<file path="src/rtl/vga_framebuffer_arbiter_if.sv">
// Bus interfaces for the framebuffer arbiter.
//
// vga_fb_wr_if : pixel-writer stream (valid/ready handshake).
//   master = pixel producer : drives valid, addr, data; receives ready
//   slave  = arbiter        : receives valid, addr, data; drives ready
//
// vga_fb_mem_if : single-port framebuffer SRAM bus.
//   master = arbiter : drives addr, wdata, we; receives rdata
//   slave  = SRAM    : receives addr, wdata, we; drives rdata

interface vga_fb_wr_if #(
  parameter int ADDR_W = 19,
  parameter int DATA_W = 8
);
  logic              valid;
  logic              ready;
  logic [ADDR_W-1:0] addr;
  logic [DATA_W-1:0] data;

  modport master (output valid, output addr, output data, input ready);
  modport slave  (input valid, input addr, input data, output ready);
endinterface

interface vga_fb_mem_if #(
  parameter int ADDR_W = 19,
  parameter int DATA_W = 8
);
  logic [ADDR_W-1:0] addr;
  logic [DATA_W-1:0] wdata;
  logic              we;
  logic [DATA_W-1:0] rdata;

  modport master (output addr, output wdata, output we, input rdata);
  modport slave  (input addr, input wdata, input we, output rdata);
endinterface

</file>
<file path="src/rtl/vga_framebuffer_arbiter.sv">
// Framebuffer SRAM arbiter between VGA scan-out reads and a pixel-writer
// stream. Display reads own every pixel-strobe cycle with display enable
// asserted; every other cycle (including blanking) is available to writes.
//
// Ports:
//   clk, rst          : system clock (2x pixel clock), async active-high reset
//   pix_ce            : one-cycle pixel strobe from the timing block
//   disp_en           : display enable from the timing block
//   disp_addr         : scan-out address
//   disp_pixel        : pixel to DAC (0 during blanking)
//   disp_pixel_valid  : disp_pixel carries framebuffer data
//   wr  (slave)       : pixel-writer stream valid/ready/addr/data
//   mem (master)      : registered SRAM addr/wdata/we, read data return
//   stall_clr         : synchronous clear of stall_cnt and err_oob
//   stall_cnt         : saturating count of stalled writer cycles
//   err_oob           : sticky, an out-of-range write was accepted

module vga_framebuffer_arbiter #(
  parameter int ADDR_W  = 19,
  parameter int DATA_W  = 8,
  parameter int RD_LAT  = 1,
  parameter int FB_SIZE = 307200
) (
  input  logic              clk,
  input  logic              rst,
  input  logic              pix_ce,
  input  logic              disp_en,
  input  logic [ADDR_W-1:0] disp_addr,
  output logic [DATA_W-1:0] disp_pixel,
  output logic              disp_pixel_valid,
  vga_fb_wr_if.slave        wr,
  vga_fb_mem_if.master      mem,
  input  logic              stall_clr,
  output logic [15:0]       stall_cnt,
  output logic              err_oob
);

  // One stage for the registered address, RD_LAT stages for the SRAM.
  localparam int PIPE = 1 + RD_LAT;
  localparam logic [ADDR_W:0] FB_LIMIT = (ADDR_W+1)'(FB_SIZE);

  logic              disp_slot;
  logic              xfer;
  logic              wr_oob;

  logic [ADDR_W-1:0] mem_addr_q;
  logic [DATA_W-1:0] mem_wdata_q;
  logic              mem_we_q;

  // tok_live marks a pixel-strobe token in flight; tok_data says whether it
  // is a real read (1) or a blank (0). Both travel together so the display
  // latency is identical for data and blanking.
  logic [PIPE-1:0]   tok_live;
  logic [PIPE-1:0]   tok_data;

  logic [DATA_W-1:0] disp_pixel_q;
  logic              disp_pixel_valid_q;
  logic [15:0]       stall_cnt_q;
  logic              err_oob_q;

  assign disp_slot = pix_ce & disp_en;
  assign wr.ready  = ~disp_slot & ~rst;
  assign xfer      = wr.valid & wr.ready;
  assign wr_oob    = ({1'b0, wr.addr} >= FB_LIMIT);

  // SRAM command register. An out-of-range write completes its handshake
  // but never strobes the SRAM.
  always_ff @(posedge clk or posedge rst) begin
    if (rst) begin
      mem_addr_q  <= '0;
      mem_wdata_q <= '0;
      mem_we_q    <= 1'b0;
    end else begin
      mem_we_q <= 1'b0;
      if (disp_slot) begin
        mem_addr_q <= disp_addr;
      end else if (xfer) begin
        mem_addr_q  <= wr.addr;
        mem_wdata_q <= wr.data;
        mem_we_q    <= ~wr_oob;
      end
    end
  end

  // Read token pipeline.
  always_ff @(posedge clk or posedge rst) begin
    if (rst) begin
      tok_live <= '0;
      tok_data <= '0;
    end else begin
      tok_live <= {tok_live[PIPE-2:0], pix_ce};
      tok_data <= {tok_data[PIPE-2:0], disp_en};
    end
  end

  // Display output register; holds between tokens.
  always_ff @(posedge clk or posedge rst) begin
    if (rst) begin
      disp_pixel_q       <= '0;
      disp_pixel_valid_q <= 1'b0;
    end else if (tok_live[PIPE-1]) begin
      disp_pixel_q       <= tok_data[PIPE-1] ? mem.rdata : '0;
      disp_pixel_valid_q <= tok_data[PIPE-1];
    end
  end

  // Status: clear wins over both the stall increment and the oob flag.
  always_ff @(posedge clk or posedge rst) begin
    if (rst) begin
      stall_cnt_q <= '0;
      err_oob_q   <= 1'b0;
    end else if (stall_clr) begin
      stall_cnt_q <= '0;
      err_oob_q   <= 1'b0;
    end else begin
      if (wr.valid && !wr.ready && stall_cnt_q != 16'hFFFF)
        stall_cnt_q <= stall_cnt_q + 16'd1;
      if (xfer && wr_oob)
        err_oob_q <= 1'b1;
    end
  end

  assign mem.addr         = mem_addr_q;
  assign mem.wdata        = mem_wdata_q;
  assign mem.we           = mem_we_q;
  assign disp_pixel       = disp_pixel_q;
  assign disp_pixel_valid = disp_pixel_valid_q;
  assign stall_cnt        = stall_cnt_q;
  assign err_oob          = err_oob_q;

endmodule
</file>
<file path="src/flat_wrapper.sv">
// flat-port wrapper written by rule: the top's interface ports become plain ports
module vga_framebuffer_arbiter_flat 
#(
  parameter int ADDR_W  = 19,
  parameter int DATA_W  = 8,
  parameter int RD_LAT  = 1,
  parameter int FB_SIZE = 307200
)
  (clk, rst, pix_ce, disp_en, disp_addr, disp_pixel, disp_pixel_valid, stall_clr, stall_cnt, err_oob, wr_valid, wr_addr, wr_data, wr_ready, mem_addr, mem_wdata, mem_we, mem_rdata);
  vga_fb_wr_if #(.ADDR_W(ADDR_W), .DATA_W(DATA_W)) wr_i ();
  vga_fb_mem_if #(.ADDR_W(ADDR_W), .DATA_W(DATA_W)) mem_i ();
  input  logic clk;
  input  logic rst;
  input  logic pix_ce;
  input  logic disp_en;
  input  logic [ADDR_W-1:0] disp_addr;
  output logic [DATA_W-1:0] disp_pixel;
  output logic disp_pixel_valid;
  input  logic stall_clr;
  output logic [15:0] stall_cnt;
  output logic err_oob;
  input wire logic [$bits(wr_i.valid)-1:0] wr_valid;
  input wire logic [$bits(wr_i.addr)-1:0] wr_addr;
  input wire logic [$bits(wr_i.data)-1:0] wr_data;
  output wire logic [$bits(wr_i.ready)-1:0] wr_ready;
  output wire logic [$bits(mem_i.addr)-1:0] mem_addr;
  output wire logic [$bits(mem_i.wdata)-1:0] mem_wdata;
  output wire logic [$bits(mem_i.we)-1:0] mem_we;
  input wire logic [$bits(mem_i.rdata)-1:0] mem_rdata;
  assign wr_i.valid = wr_valid;
  assign wr_i.addr = wr_addr;
  assign wr_i.data = wr_data;
  assign wr_ready = wr_i.ready;
  assign mem_addr = mem_i.addr;
  assign mem_wdata = mem_i.wdata;
  assign mem_we = mem_i.we;
  assign mem_i.rdata = mem_rdata;
  vga_framebuffer_arbiter #(.ADDR_W(ADDR_W), .DATA_W(DATA_W), .RD_LAT(RD_LAT), .FB_SIZE(FB_SIZE)) u_core (.clk(clk), .rst(rst), .pix_ce(pix_ce), .disp_en(disp_en), .disp_addr(disp_addr), .disp_pixel(disp_pixel), .disp_pixel_valid(disp_pixel_valid), .wr(wr_i), .mem(mem_i), .stall_clr(stall_clr), .stall_cnt(stall_cnt), .err_oob(err_oob));
endmodule
</file>
<file path="config.mk">
export PLATFORM = sky130hd
export DESIGN_NAME = vga_framebuffer_arbiter_flat
export DESIGN_NICKNAME = d
export VERILOG_FILES = /design/src/rtl/vga_framebuffer_arbiter_if.sv /design/src/rtl/vga_framebuffer_arbiter.sv /design/src/flat_wrapper.sv
export SDC_FILE = /design/constraint.sdc
export NUM_CORES = 1
export LEC_CHECK = 0
export CAP_MARGIN = 20
export CORE_ASPECT_RATIO = 1.2
export CORE_MARGIN = 2
export CORE_UTILIZATION = 42
export DETAILED_ROUTE_END_ITERATION = 8
export GPL_TIMING_DRIVEN = 0
export PLACE_DENSITY = 0.8
export SETUP_SLACK_MARGIN = 0.15
export SLEW_MARGIN = 25
export SYNTH_ARGS = -nofsm -noshare
export SYNTH_HDL_FRONTEND = slang
export SYNTH_SLANG_ARGS = --single-unit
</file>
<file path="constraint.sdc">
create_clock -name clk -period 2.2 [get_ports clk]
set_clock_uncertainty 0.15 [all_clocks]
set_input_delay 0.44 -clock clk [delete_from_list [all_inputs] [get_ports clk]]
set_output_delay 0.44 -clock clk [all_outputs]
set_load 0.02 [all_outputs]
</file>
==> impl_metrics.toml, run 1 <==
[run_status]
status = "finished clean"

[critical_path]
critPathMostFrequentCell = "or4_4"
rr_startpoint = "u_core.stall_cnt[1]"
slowest_stage = "or4_4"
cp-end-kind = "flip-flop"
rrSetupSlack_ps = 160
startpoint = "u_core.stall_cnt[1]"
arrival_ps = 2150
cp.required_ps = 2300
timing.rr.end = "u_core.stall_cnt[10]"
cp_max_fo = 5
critPathMaxStageDelay_ps = 590
crit_type = "flip-flop to flip-flop"
path_cells = "ha_4 -> nand3_2 -> or4_4 -> or4_4 -> a21oi_2"
crit_end = "u_core.stall_cnt[10]"
cp-start-kind = "flip-flop"
reg2regPathDepth = 5

[sta]
slew_violations = 0
holdWs_ps = 103.4
finalCritPeriodShare = 0.9282
final-setup-viol-count = 0
maxSlewHeadroom = 0.5560
finalCriticalPeriod_ps = 2042
finalHoldViolations = 0
rsz0062_at_grt = "true"
worst_pin_slew_ps = 659.9
fmax_mhz = 489.7

[synth]
synthCells = 230
synthTopCellsByArea = "dfrtp_1 (56%), a221o_1 (7.3%), mux2_2 (5.2%), and3_1 (4.8%), inv_1 (2.0%)"
synth-compound-area-share = 0.1618
synth_top_area_cell = "dfrtp_1"
synthArstFlopShare = 1.000
yosys.area_share.xor_xnor = 0
ys_warn_count = 0
synth_edf_count = 0
ys.flop_type = "dfrtp_1"
synth_seq_cells = 58
syn-cell-area_sq_um = 2591
synth_nets = 291
synthMuxAreaShare = 0.05601
syn_avg_cell_area_sq_um = 11.27
seq_area_frac_synth = 0.5601
yosysUniqueCellTypes = 38
synth-simple-area-share = 0.1733
synth_top_cell_area_share = 0.5601
synthAdderAreaFrac = 0.004829
synth_top_family_by_area = "simple AND/OR/NAND/NOR gates"

[placement]
gp_congestion = 0.7727
dp_hpwl_mm = 4.997
port_buffers = 114
post-place-cells = 427

[power]
power_density_nw_per_um2 = 679.3
vdd_ir_drop_max_v = 0.0004263
p_leak_nw = 1.834

[route]
avgRoutedWirePerCell_microns = 15.15
ant_nets = 0
routed_wl_mm = 6.803
dr.pass1.iters = 4
post-route-drc-count = 0
via_count = 2347
drtIter0Drc = 122
routed_via_density = 5.227

[floorplan]
initial_core_util = 0.4310
die_area_sq_um = 6817
rows = 31
core_sq_um = 6012
fp.dieW_microns = 75.71
die_h_microns = 90.05
pin_count = 115

[global_routing]
busiest_layer = "met2"
grt_start_max_net_pins = 33
grt_pass1_wl_mm = 11.17
grt_use_total = 0.2144
grt_util_met3 = 0.08969
antenna_found_initial = 0
grtUsageMet2 = 0.3420
grtUsageMet1 = 0.2524
first_global_vias = 2410
grt_overflow = 0

[hold_path]
timing.hold.worst.class = "primary input to asynchronous set/reset pin"

[layout]
multi_input_area_sq_um = 1072
post_route_cells_drive_above_1_share = 0.1553
seq_area_sq_um = 1455
syn2layout_area_growth_pct = 60.60
layoutNonFillerInstCount = 449
fill_cells = 486
nets = 423
n_antenna_cell = 0

[cts]
htree_levels = 3
insertion_delay_ps = 330
numCtsBuffers = 9
cts_tree = "built"
clockBufferDepth = 2
cts.clk_slew.worst_paths_ps = 70
cts_num_sinks = 58
cts_root_buf = "clkbuf_8"

[job]
maxCapViolations = 0
-- state kept, by name, summed over array words and instances, names as in the netlist --
| register | flops |
|---|---|
| u_core.disp_pixel_valid | 1 |
| u_core.tok_live | 2 |
| u_core.mem.addr | 19 |
| u_core.tok_data | 2 |
| u_core.err_oob | 1 |
| u_core.disp_pixel | 8 |
| u_core.stall_cnt | 16 |
| u_core.mem.we | 1 |
| u_core.mem.wdata | 8 |
-- layer usage --
| metal | vias to the layer above | share of wire | routed length (microns) |
|---|---|---|---|
| met2 | 98 | 0.51 | 3475 |
| met1 | 1109 | 0.39 | 2626 |
| met3 | 15 | 0.082 | 558 |
| li1 | 1125 | - | - |
| met5 | - | 0 | 0 |
| met4 | 0 | 0.021 | 143 |
-- layout by cell type, fill, tap and decap left out, types with 3 or more instances in the layout --
cell type,n
clkinvlp_4,3
nand3_1,3
clkbuf_1,7
dlymetal6s2s_1,5
dfrtp_1,55
a221o_1,19
mux2_2,12
a31oi_1,3
and3_1,20
a21oi_1,8
dlygate4sd2_1,4
inv_1,12
nor2_1,9
a211oi_1,3
dfrtp_2,3
clkdlybuf4s50_1,104
nand2b_1,3
o31ai_1,6
and2_1,4
o21ai_0,9
nand2_1,14
buf_4,6
clkbuf_8,11
or3_1,4
nand4_1,3
-- cell families (layout without fill, tap and decap cells) --
| group | after synthesis | after routing |
|---|---|---|
| fa+ha+maj | 1 | 1 |
| compound gates | 55 | 55 |
| simple gates | 77 | 77 |
| flops | 58 | 58 |
| buf+inv | 26 | 163 |
| mux | 13 | 13 |
-- area by class of cell --
type / instances / share of cell area
inverter: 14 / 0.01323
clock inverter: 6 / 0.01594
tap: 82 / 0.02465
buffer: 12 / 0.01533
sequential: 58 / 0.3497
clock buffer: 10 / 0.03307
timing repair buffer: 121 / 0.2904
multi-input combinational: 146 / 0.2577
-- how the worst min path moves through the flow --
stage                                to  slack, ps  cells after the start
global placement     u_core.tok_live[1]        180                      0
detailed placement   u_core.tok_data[1]        180                      0
global route         u_core.mem.addr[2]        120                      2
finish               u_core.mem.addr[2]        100                      2
CTS                 u_core.mem.addr[16]        110                      2
floorplan            u_core.tok_data[1]        180                      0
-- cells in the mapped netlist, types with 6 or more instances --
cell type,instances
a21oi_1,9
nand2_1,14
dfrtp_1,58
inv_1,14
o21ai_0,9
clkbuf_1,9
nor2_1,9
mux2_2,12
o31ai_1,6
and3_1,20
a221o_1,19
-- per-stage QoR --
stage                     TNS [ps]  total power, mW  utilization  setup WS, ps  cell area (sq um)
after floorplan                  0            1.509            -         158.5               2597
after global placement      -63210            1.851       0.6389        -874.1               3841
after detailed placement    -13000            1.869       0.6427        -495.3               3864
after CTS                        0            2.856       0.6839         155.8               4111
after global routing             0            2.945       0.6922         112.9               4161
final                            0            2.827       0.6922         158.0               4161
-- critical path: cells and delay by family (launching register included) --
kind            cells  cell delay [ps]
compound gates      1              130
fa+ha+maj           1              170
flops               1              410
simple gates        3             1110
-- repair_timing --
action | 4_1_cts | 5_1_grt
pin swaps | 2 | 4
setup buffers | 5 | 1
hold buffers | 0 | 0
hold endpoints to repair | 0 | 0
resized for setup | 15 | 11
endpoints found under the setup margin | 34 | 12
-- where the power goes --
| part | switching (mW) | leakage (nW) | internal, mW |
|---|---|---|---|
| Sequential | 0.0590 | 0.733 | 1.16 |
| Clock | 0.423 | 0.0945 | 0.552 |
| Combinational | 0.282 | 1.01 | 0.346 |
(Power assumes the default switching activity.)
==> run 2: changes to the inputs <==
--- a/config.mk
+++ b/config.mk
@@ -8,10 +8,10 @@
 export CAP_MARGIN = 20
 export CORE_ASPECT_RATIO = 1.2
 export CORE_MARGIN = 2
-export CORE_UTILIZATION = 42
+export CORE_UTILIZATION = 38
 export DETAILED_ROUTE_END_ITERATION = 8
 export GPL_TIMING_DRIVEN = 0
-export PLACE_DENSITY = 0.8
+export PLACE_DENSITY = 0.77
 export SETUP_SLACK_MARGIN = 0.15
 export SLEW_MARGIN = 25
 export SYNTH_ARGS = -nofsm -noshare
==> constraint.sdc (replaced) <==
create_clock -name clk -period 1.8 [get_ports clk]
set_clock_uncertainty 0.15 [all_clocks]
set_input_delay 0.36 -clock clk [delete_from_list [all_inputs] [get_ports clk]]
set_output_delay 0.36 -clock clk [all_outputs]
set_load 0.02 [all_outputs]
==> run 2 against run 1 <==
  * The flow now finishes with violations (negative setup slack)
  * Worst setup slack worse by 310 ps
  * Critical path depth down 1
  * Register-to-register slack got worse by 310 ps
  * Total power increased by 27%
  * Fmax grew 4.8%
  * Cell count rose by 3.1%
  * Worst hold slack lost 29 ps
  * Clock power increased by 44%
  * First-iteration DRC count decreased by 34%
  * Count of clock-buffer cells in the layout grew 2
  * Critical path type unchanged
==> impl_metrics.toml, run 2 (same netlist as run 1, synthesis figures left out) <==
[cts]
hold_buffers = 0
htree_levels = 3
cts_root_buf = "clkbuf_8"
clockBufferDepth = 2
cts.clk_slew.worst_paths_ps = 60
insertion_delay_ps = 330
numCtsBuffers = 9
cts_num_sinks = 58
cts_tree = "built"

[job]
maxCapViolations = 0

[floorplan]
fp.dieW_microns = 79.38
core_sq_um = 6526
pin_count = 115
initial_core_util = 0.3970
die_area_sq_um = 7498
die_h_microns = 94.46
rows = 32

[power]
vdd_ir_drop_max_v = 0.0004658
power_density_nw_per_um2 = 838.7
p_leak_nw = 1.979
power_switching_uw = 926.2
swShare = 0.2578
intPower_mw = 2.666
seqPwrFrac = 0.413
total_power_mw = 3.592
p_clk_frac = 0.391
comb_power_share = 0.196

[layout]
final_cell_mix = "clkdlybuf4s50_1 (55), dfrtp_1 (51), dlygate4sd2_1 (43)"
post_route_cells_drive_above_1_share = 0.2407
multi_input_area_sq_um = 1156
largest_register_ffs = 19
fill_cells = 504
n_antenna_cell = 0
nets = 434
layout_commonest_cell = "clkdlybuf4s50_1"
seq_area_sq_um = 1460
syn2layout_area_growth_pct = 65.28
final_util = 0.6563

[critical_path]
cp_max_fo = 6
cp.required_ps = 1900
crit_type = "flip-flop to flip-flop"
startpoint = "u_core.stall_cnt[8]"
arrival_ps = 2050
cp-start-kind = "flip-flop"
cp-end-kind = "flip-flop"
rr_startpoint = "u_core.stall_cnt[8]"

[sta]
finalHoldViolations = 0
final-setup-viol-count = 12
finalCritPeriodShare = 1.082
holdWs_ps = 73.98
maxSlewHeadroom = 0.5700
slew_violations = 0
setup_slack_ps = -148.1
worst_pin_slew_ps = 643.7
finalCriticalPeriod_ps = 1948
rsz0062_at_grt = "true"
fmax_mhz = 513.3

[placement]
port_buffers = 114
pre_cts_slack_ps = -895.0
dp_hpwl_mm = 5.010
gp_congestion = 0.8183

[run_status]
status = "finished, violations left"
violations = "negative setup slack"

[hold_path]
timing.hold.worst.class = "primary input to flip-flop"
hp-start = "pix_ce"

[route]
avgRoutedWirePerCell_microns = 16.03
routed_wl_mm = 7.423
via_count = 2509
routed_via_density = 5.419
ant_nets = 0
drtIter0Drc = 80
dr.pass1.iters = 4
post-route-drc-count = 0

[global_routing]
grt_start_max_net_pins = 31
first_global_vias = 2483
antenna_found_initial = 0
busiest_layer = "met2"
grtUsageMet2 = 0.3284
grt_use_total = 0.1943
grt_pass1_wl_mm = 11.41
grt_util_met3 = 0.05354
grt_overflow = 0
grtUsageMet1 = 0.2343
-- run 2: cell types whose count changed in the layout (fill, tap and decap cells not counted), moves of 2 or more --
cell and change:
buf_2 +3, buf_4 +12, nor4_4 +2, dfrtp_2 +4
dfrtp_1 -4, clkdlybuf4s50_1 -49, clkdlybuf4s15_1 +6, dlymetal6s2s_1 -5
clkbuf_8 +3, dlygate4sd2_1 +39, clkbuf_2 +4
-- run 2: power by group through the flow --
| stage | Clock, mW | Sequential [mW] | Combinational (mW) |
|---|---|---|---|
| floorplan | 0 | 1.65 | 0.194 |
| global placement | 0 | 1.51 | 0.752 |
| detailed placement | 0 | 1.51 | 0.770 |
| CTS | 1.44 | 1.48 | 0.707 |
| global route | 1.51 | 1.50 | 0.758 |
| finish | 1.40 | 1.48 | 0.705 |
-- run 2: worst paths after layout --
kind	to	slack, ps	depth (start not counted)
hold / removal	u_core.tok_live[0]	70	1
setup / recovery	u_core.stall_cnt[12]	-150	4
max in group asynchronous	u_core.disp_pixel[2]	820	3
setup reg to reg	u_core.stall_cnt[12]	-150	4
min in group asynchronous	u_core.mem.addr[1]	130	2
hold reg to reg	u_core.tok_live[1]	210	0
-- run 2: repair_timing --
action,4_1_cts,5_1_grt
setup buffers,8,9
hold endpoints to repair,0,0
setup endpoints to repair,100,35
gates resized for setup,89,31
pin swaps,6,9
-- run 2: layout make-up --
cell class | instances | share of cell area
Buffer | 12 | 0.01840
Clock buffer | 12 | 0.03856
Clock inverter | 4 | 0.01694
Inverter | 14 | 0.01373
Multi-Input combinational cell | 146 | 0.2699
Sequential cell | 58 | 0.3409
Tap cell | 85 | 0.02483
Timing Repair Buffer | 132 | 0.2767
-- run 2: critical path: stages (launching register included) --
cell and delay [ps]:
dfrtp_1 440, nand2_2 140, or4_4 590, or4_4 430, a21oi_2 130
-- run 2: per-stage QoR --
step	setup TNS, ps	instance area [sq um]	std cells
after global placement	-34290	3860	429
after detailed placement	-26970	3880	430
after floorplan	-1497	2613	230
after global routing	-1915	4283	463
final	-961.8	4283	463
after CTS	-611.0	4163	454
-- run 2: layer usage --
metal	up-vias	share of wire
met5	-	0
met4	0	0.034
met3	23	0.066
met2	102	0.50
met1	1231	0.40
li1	1153	-
==> run 3: changes to the inputs <==
--- a/config.mk
+++ b/config.mk
@@ -6,12 +6,15 @@
 export NUM_CORES = 1
 export LEC_CHECK = 0
 export CAP_MARGIN = 20
+export CELL_PAD_IN_SITES_DETAIL_PLACEMENT = 1
+export CELL_PAD_IN_SITES_GLOBAL_PLACEMENT = 2
 export CORE_ASPECT_RATIO = 1.2
 export CORE_MARGIN = 2
-export CORE_UTILIZATION = 38
+export CORE_UTILIZATION = 22
 export DETAILED_ROUTE_END_ITERATION = 8
 export GPL_TIMING_DRIVEN = 0
-export PLACE_DENSITY = 0.77
+export MAX_ROUTING_LAYER = met4
+export PLACE_DENSITY_LB_ADDON = 0.1
 export SETUP_SLACK_MARGIN = 0.15
 export SLEW_MARGIN = 25
 export SYNTH_ARGS = -nofsm -noshare
==> run 3 against run 2 <==
  * The run still ends with negative setup slack left
  * Flip-flop and latch count is the same
  * Cell count grew 20%
  * Critical path depth grew 1
  * Highest routed layer unchanged
==> impl_metrics.toml, run 3 (same netlist as run 1, synthesis figures left out) <==
[global_routing]
first_global_vias = 2737
grt_start_max_net_pins = 26
grt_use_total = 0.1512
antenna_found_initial = 0
grt_overflow = 0
grt_pass1_wl_mm = 14.03

[floorplan]
core_sq_um = 11510
initial_core_util = 0.2251
die_h_microns = 122.9
die_area_sq_um = 12670
pin_count = 115
fp.dieW_microns = 103.1
rows = 43

[sta]
final-setup-viol-count = 8
finalCriticalPeriod_ps = 1954
maxSlewHeadroom = 0.6517
rsz0062_at_grt = "true"
worst_pin_slew_ps = 522.4
setup_slack_ps = -154.1
finalHoldViolations = 0
finalSetupTns_ps = -692.6
fmax_mhz = 511.7
finalCritPeriodShare = 1.086
slew_violations = 0

[route]
via_count = 2500
ant_nets = 0
routed_wl_mm = 8.897
drtIter0Drc = 73
dr.pass1.iters = 4
post-route-drc-count = 0
avgRoutedWirePerCell_microns = 16.03
routed_via_density = 4.505

[layout]
final_util = 0.4096
final_cell_mix = "clkdlybuf4s50_1 (55), dfrtp_1 (49), dlygate4sd2_1 (46)"
largest_register_ffs = 19
syn2layout_area_growth_pct = 81.99
post_route_cells_drive_above_1_share = 0.2915
layout_commonest_cell = "clkdlybuf4s50_1"
n_antenna_cell = 0
layoutNonFillerInstCount = 555
nets = 455

[power]
swShare = 0.2531
comb_power_share = 0.187
intPower_mw = 2.979
vdd_ir_drop_max_v = 0.0003274
power_switching_mw = 1.009
total_power_mw = 3.988
seqPwrFrac = 0.373
power_density_nw_per_um2 = 845.7
p_clk_frac = 0.439
p_leak_nw = 2.174

[cts]
insertion_delay_ps = 320
cts_root_buf = "clkbuf_16"
cts_num_sinks = 58
clockBufferDepth = 2
cts_tree = "built"
htree_levels = 3
numCtsBuffers = 9
cts.clk_slew.worst_paths_ps = 50

[placement]
pre_cts_slack_ps = -1039
gp_congestion = 0.6832
dp_hpwl_mm = 6.078
post-place-cells = 503
port_buffers = 114

[hold_path]
hp-start = "pix_ce"
timing.hold.worst.class = "primary input to flip-flop"

[critical_path]
path_cells = "nand4_4 -> or4_4 -> buf_12 -> or3_4 -> a21oi_2"
cp-start-kind = "flip-flop"
crit_type = "flip-flop to flip-flop"
cp.buffers_inverters = 1
cp.required_ps = 1900
slowest_stage = "or4_4"
cp_max_fo = 4
critPathTopFamily = "simple AND/OR/NAND/NOR gates"
rr_startpoint = "u_core.stall_cnt[4]"
cp-end-kind = "flip-flop"
arrival_ps = 2050
critPathMaxStageDelay_ps = 600
startpoint = "u_core.stall_cnt[4]"

[run_status]
status = "finished, violations left"
violations = "negative setup slack"

[job]
maxCapViolations = 0
-- run 3: power groups by stage --
| stage | clock [mW] | combinational, mW | sequential (mW) |
|---|---|---|---|
| after detailed placement | 0 | 0.792 | 1.51 |
| after global routing | 1.86 | 0.811 | 1.51 |
| after floorplan | 0 | 0.194 | 1.65 |
| after global placement | 0 | 0.776 | 1.51 |
| after CTS | 1.81 | 0.755 | 1.49 |
| final | 1.75 | 0.747 | 1.49 |
-- run 3: path summary, 6_finish.rpt --
kind / endpoint / slack (ps) / depth (start not counted)
max reg2reg: u_core.stall_cnt[14] / -150 / 5
min reg2reg: u_core.tok_live[1] / 200 / 0
max in group asynchronous: u_core.stall_cnt[1] / 500 / 4
min in group asynchronous: u_core.stall_cnt[9] / 560 / 3
max: u_core.stall_cnt[14] / -150 / 5
min: u_core.tok_live[0] / 80 / 1
-- run 3: metal layers --
metal / part of all wire / vias to the layer above / wire (microns) / GRT usage
li1: - / 1195 / - / -
met1: 0.40 / 1224 / 3576 / 0.1714
met2: 0.53 / 74 / 4696 / 0.2516
met3: 0.062 / 7 / 549 / 0.04841
met4: 0.0084 / 0 / 75 / 0.04934
met5: 0 / - / 0 / -
-- run 3: stage by stage --
step	area [sq um]	hold slack, ps
3_3_place_gp	3950	185.7
2_1_floorplan	2613	181.2
5_1_grt	4716	73.26
6_report	4716	82.66
3_5_place_dp	3990	189.3
4_1_cts	4604	66.66
-- run 3: cell type report --
| class | count | area [sq um] |
|---|---|---|
| plain buffers | 12 | 86.33 |
| clock buffers | 13 | 270.3 |
| clock inverters | 2 | 35.03 |
| fillers | 1331 | 6798 |
| inverters | 14 | 60.06 |
| multi-input cells | 146 | 1164 |
| flip-flops and latches | 58 | 1463 |
| well taps | 157 | 196.4 |
| repair buffers | 153 | 1441 |
-- run 3: timing repair --
action | CTS | global route
endpoints found under the hold margin | 9 | 0
buffers inserted | 30 | 6
gates resized for setup | 125 | 23
pin swaps | 12 | 11
hold buffers | 1 | 0
endpoints found under the setup margin | 102 | 31
